==> src/rtl/calc_core_seq.sv <==
// calc_core_seq: multi-cycle unsigned add/sub/mul/div core with a start/busy/done handshake
// Ports: CLK100MHZ clock, CPU_RESETN async active-low reset; start/op/a/b request an operation
//        (op 00 add, 01 sub, 10 mul, 11 div); busy/done handshake; result, remainder, carry
//        and err_div0 are registered and hold until the next operation completes.
module calc_core_seq #(
    parameter int WIDTH = 8
) (
    input  logic               CLK100MHZ,
    input  logic               CPU_RESETN,
    input  logic               start,
    input  logic [1:0]         op,
    input  logic [WIDTH-1:0]   a,
    input  logic [WIDTH-1:0]   b,
    output logic               busy,
    output logic               done,
    output logic [2*WIDTH-1:0] result,
    output logic [WIDTH-1:0]   remainder,
    output logic               carry,
    output logic               err_div0
);
    localparam int CW = $clog2(WIDTH + 1);
    typedef enum logic [1:0] {IDLE, ADDSUB, ITER, FINISH} state_t;
    state_t state, state_nx;
    // op[0] alone separates sub from add and div from mul once the path is chosen
    logic               sel;
    logic [WIDTH-1:0]   ra, rb, rem;
    logic [CW-1:0]      cnt;
    logic [2*WIDTH-1:0] acc;
    logic               c_r, e_r, last;
    logic [WIDTH:0]     add_sum, mul_sum, shifted, trial;
    assign busy    = state != IDLE;
    assign last    = cnt == CW'(WIDTH - 1);
    assign add_sum = {1'b0, ra} + {1'b0, rb};
    // mul: acc upper half accumulates, lower half holds the not-yet-used multiplier bits
    assign mul_sum = {1'b0, acc[2*WIDTH-1:WIDTH]} + (acc[0] ? {1'b0, ra} : '0);
    // div: acc lower half shifts the dividend out and the quotient in; trial[WIDTH] set means restore
    assign shifted = {rem, acc[WIDTH-1]};
    assign trial   = shifted - {1'b0, rb};
    always_ff @(posedge CLK100MHZ or negedge CPU_RESETN) begin
        if (!CPU_RESETN) state <= IDLE;
        else             state <= state_nx;
    end
    always_comb begin
        state_nx = state;
        case (state)
            IDLE:    state_nx = !start ? IDLE : !op[1] ? ADDSUB : (op[0] && b == '0) ? FINISH : ITER;
            ADDSUB:  state_nx = FINISH;
            ITER:    state_nx = last ? FINISH : ITER;
            default: state_nx = IDLE;
        endcase
    end
    always_ff @(posedge CLK100MHZ or negedge CPU_RESETN) begin
        if (!CPU_RESETN) begin
            sel       <= 1'b0;
            ra        <= '0;
            rb        <= '0;
            rem       <= '0;
            cnt       <= '0;
            acc       <= '0;
            c_r       <= 1'b0;
            e_r       <= 1'b0;
            done      <= 1'b0;
            result    <= '0;
            remainder <= '0;
            carry     <= 1'b0;
            err_div0  <= 1'b0;
        end else begin
            done <= 1'b0;
            case (state)
                IDLE: if (start) begin
                    sel <= op[0];
                    ra  <= a;
                    rb  <= b;
                    rem <= '0;
                    cnt <= '0;
                    c_r <= 1'b0;
                    e_r <= op == 2'b11 && b == '0;
                    acc <= {{WIDTH{1'b0}}, op[0] ? a : b};
                end
                ADDSUB: begin
                    acc <= sel ? {{WIDTH{1'b0}}, ra - rb} : {{(WIDTH-1){1'b0}}, add_sum};
                    c_r <= sel ? ra < rb : add_sum[WIDTH];
                end
                ITER: begin
                    cnt <= cnt + CW'(1);
                    acc <= sel ? {acc[2*WIDTH-1:WIDTH], acc[WIDTH-2:0], ~trial[WIDTH]}
                               : {mul_sum, acc[WIDTH-1:1]};
                    rem <= !sel ? rem : trial[WIDTH] ? shifted[WIDTH-1:0] : trial[WIDTH-1:0];
                end
                default: begin
                    result    <= e_r ? '0 : acc;
                    remainder <= rem;
                    carry     <= c_r;
                    err_div0  <= e_r;
                    done      <= 1'b1;
                end
            endcase
        end
    end
endmodule

==> config.mk <==
export PLATFORM = sky130hd
export DESIGN_NAME = calc_core_seq
export DESIGN_NICKNAME = d
export VERILOG_FILES = /design/src/rtl/calc_core_seq.sv
export SDC_FILE = /design/constraint.sdc
export NUM_CORES = 1
export LEC_CHECK = 0
export ABC_AREA = 1
export CORE_ASPECT_RATIO = 1.2
export CORE_MARGIN = 1.5
export CORE_UTILIZATION = 30
export CTS_CLUSTER_DIAMETER = 50
export DETAILED_ROUTE_END_ITERATION = 10
export PLACE_DENSITY_LB_ADDON = 0.3
export SYNTH_ARGS = -nofsm -noshare
export SYNTH_HDL_FRONTEND = slang
export SYNTH_SLANG_ARGS = --single-unit
==> constraint.sdc <==
create_clock -name CLK100MHZ -period 1.9 [get_ports CLK100MHZ]
set_clock_uncertainty 0.05 [all_clocks]
set_input_delay 0.38 -clock CLK100MHZ [delete_from_list [all_inputs] [get_ports CLK100MHZ]]
set_output_delay 0.38 -clock CLK100MHZ [all_outputs]
set_load 0.02 [all_outputs]
==> flow_summary_export.csv <==
group,metric,value,unit
run_status,status,"complete, but fails checks",
run_status,violations,"negative setup slack",
synth,ys_warn_count,0,
sta,rsz0062_at_grt,"true",
power_and_ir_drop,ir_drop,0.709,mV
synth,ys_ff_latch,76,
clock_tree,clock-sinks,76,
clock_tree,clock_path_buffers,2,
sta,slew_viol_final,0,
synth,netlist_area,0.00496,sq mm
synth,synth-main-ff-cell,"dfrtp_1",
floorplanning,die_area,0.0173,sq mm
sta,finalHoldViolations,0,
synth,yosysTopAreaCellShare,38.4,%
worst_setup_path,cp_max_fo,4,
floorplanning,core-area,0.0162,sq mm
cells_and_area,drive_gt1_share,26.3,%
floorplanning,rows,51,
sta,relSlewSlack,66.8,%
global_routing,grt_pass1_wl,23.4,mm
min_path,min_path_type,"reg2reg",
drt,dr_total_vias,4650,
worst_setup_path,critPathArrivalTime,2.18,ns
global_routing,grt_pass1_vias,4496,
sta,period_needed,2.00,ns
synth,synth_nets,713,
synth,synth_area_leaders,"dfrtp_1, nand2_1, ha_1, inv_1, o21ai_0",
worst_setup_path,r2r_setup_slack,-0.10,ns
cells_and_area,layout.nets,833,
worst_setup_path,crit_slowest_cell,"dfrtp_2",
cells_and_area,area_growth,37.9,%
clock_tree,root_buffer,"clkbuf_16",
drt,drtPass1Iterations,5,
worst_setup_path,worstSetupPathType,"reg2reg",
drt,drt_wl_total,14.5,mm
clock_tree,cts_max_level,3,
place,port_buffers,48,
sta,hold_ws,0.418,ns
synth,ys_types,48,
clock_tree,cts_tree,"yes",
drt,drt-vias-per-instance,4.71,
drt,drc,0,
floorplanning,io_pins,49,
floorplanning,start_util,30.6,%
sta,finalCritPeriodShare,105,%
place,dp_hpwl,11.2,mm
synth,synth-async-reset-ratio,100,%
power_and_ir_drop,leakagePower,3.33,nW
sta,finalSetupViolations,11,
worst_setup_path,cp.required,2.07,ns
power_and_ir_drop,pwr_density_cell,2070,mW/mm^2
synth,syn_area_per_cell,7.62,sq um
global_routing,grt_antenna_before_repair,0,
sta,worst_pin_slew,0.497,ns
synth,yosysTopAreaCell,"dfrtp_1",
place,pre_cts_slack,-0.167,ns
sta,setup_ws,-0.102,ns
worst_setup_path,crit_chain,"buf_6, ha_4, inv_2, fa_2, nand3_2, nand2_4, nand3_4, nand3_4, buf_6, a21oi_2, o21ai_1",
clock_tree,worst_skew_pair.late_latency,0.34,ns
drt,first_iter_violations,295,
synth,synth_cells,651,
clock_tree,clkTransAtPathRegs,0.06,ns
global_routing,grt_max_degree,38,
global_routing,grt_remaining_overflow,0,
global_routing,grtUsageTotal,17.4,%
drt,ant_nets,0,
sta,max_freq,499,MHz
worst_setup_path,max_stage_delay,0.41,ns
clock_tree,numCtsBuffers,9,
place,gp_congestion,1.01,
floorplanning,die_width,120,microns
synth,yosysSeqAreaShare,38.4,%
worst_setup_path,cp-end-kind,"register",
flow_run,cap_violations,0,
drt,wl_per_cell,14.6,microns
floorplanning,die_y,144,microns
cells_and_area,antenna_cells,0,
synth,synth_edf_count,0,
worst_setup_path,start_kind,"register",
kinds of logic after synthesis:
group	share of synthesized area (%)
buffers and inverters	9.11
adders and majority gates	11.0
DFF	38.4
and+or+nand+nor	26.4
AOI/OAI and AO/OA	13.8
xor gates and xnor gates	1.41
state kept, by name, summed over array words and instances, names as in the netlist:
signal / count
ra: 8
remainder: 8
done: 1
acc: 16
c_r: 1
cnt: 4
err_div0: 1
state: 2
sel: 1
e_r: 1
carry: 1
rem: 8
result: 16
rb: 8
report_power, final:
part           internal [mW]  switching, mW  total [mW]  leakage, nW
Combinational           4.07           5.49        9.56         2.20
Clock                   1.01          0.705        1.72        0.139
Sequential              2.30          0.571        2.88        0.988
path summary, 6_finish.rpt:
check,startpoint,to,cells past startpoint
worst max-delay path,rb[0],rem[1],11
worst min-delay path,remainder[1],remainder[1],2
worst max register to register,rb[0],rem[1],11
worst min register to register,remainder[1],remainder[1],2
max in group asynchronous,CPU_RESETN,rem[6],3
min in group asynchronous,CPU_RESETN,remainder[2],2
per-layer routing:
layer  global-route usage (%)  part of all wire [%]  up-vias
met1                     23.9                    48     2166
met2                     28.3                    47      108
met5                        0                     0        -
met3                     2.50                   3.2       21
met4                     5.63                   1.8        0
li1                         -                     -     2355
what timing repair did:
action / CTS / global route
buffers inserted: 3 / 3
pin swaps: 13 / 19
hold buffers: 1 / 0
setup endpoints to repair: 14 / 25
cloned: 1 / 0
endpoints found under the hold margin: 35 / 0
resized for setup: 29 / 67
cell usage in the layout, fill, tap and decap left out, types with 8 or more instances in the layout:
cell,n
nor2_1,19
nor2_2,10
o21ai_1,12
inv_1,74
nand3_1,28
inv_2,20
o21ai_0,43
clkbuf_16,9
buf_4,71
a21oi_1,18
clkdlybuf4s50_1,46
nand2_1,184
nand2_2,23
a21oi_2,8
ha_1,24
nand4_1,10
dfrtp_1,74
Yosys cell counts (all sizes together), types with 2 or more instances:
| cell type | n |
|---|---|
| nand2 | 211 |
| inv | 94 |
| dfrtp | 76 |
| o21ai | 61 |
| nand3 | 38 |
| ha | 37 |
| nor2 | 33 |
| a21oi | 26 |
| buf | 11 |
| nand4 | 10 |
| clkbuf | 6 |
| a221oi | 5 |
| o211ai | 5 |
| o22ai | 5 |
| fa | 4 |
| xnor2 | 4 |
| xor2 | 4 |
| nand3b | 3 |
| a22o | 2 |
| o221ai | 2 |
| or2 | 2 |
final cells by class:
cell class,count,area [sq um]
flip-flops and latches,76,1900
fillers,1640,9370
well taps,212,265
inverters,95,360
clock buffers,11,233
clock inverters,5,52.6
repair buffers,125,1090
multi-input cells,464,2930
critical path, delay by kind of cell, from the launching register on:
kind	cells	cell delay [ns]
simple gates	4	0.40
buf+inv	3	0.32
fa+ha+maj	2	0.50
compound gates	2	0.20
flops	1	0.41
stage by stage:
| step | cells | power [mW] | setup TNS (ns) | cell area, sq um | util, % |
|---|---|---|---|---|---|
| 2_1_floorplan | 651 | 8.09 | 0 | 4980 | - |
| 3_3_place_gp | 964 | 11.2 | -0.603 | 6170 | 38.1 |
| 3_5_place_dp | 964 | 11.2 | -0.581 | 6170 | 38.1 |
| 4_1_cts | 985 | 13.4 | -0.881 | 6580 | 40.6 |
| 5_1_grt | 988 | 15.4 | -2.16 | 6840 | 42.2 |
| 6_report | 988 | 14.1 | -0.689 | 6840 | 42.2 |
No activity file was read; power rests on OpenSTA's default activity.
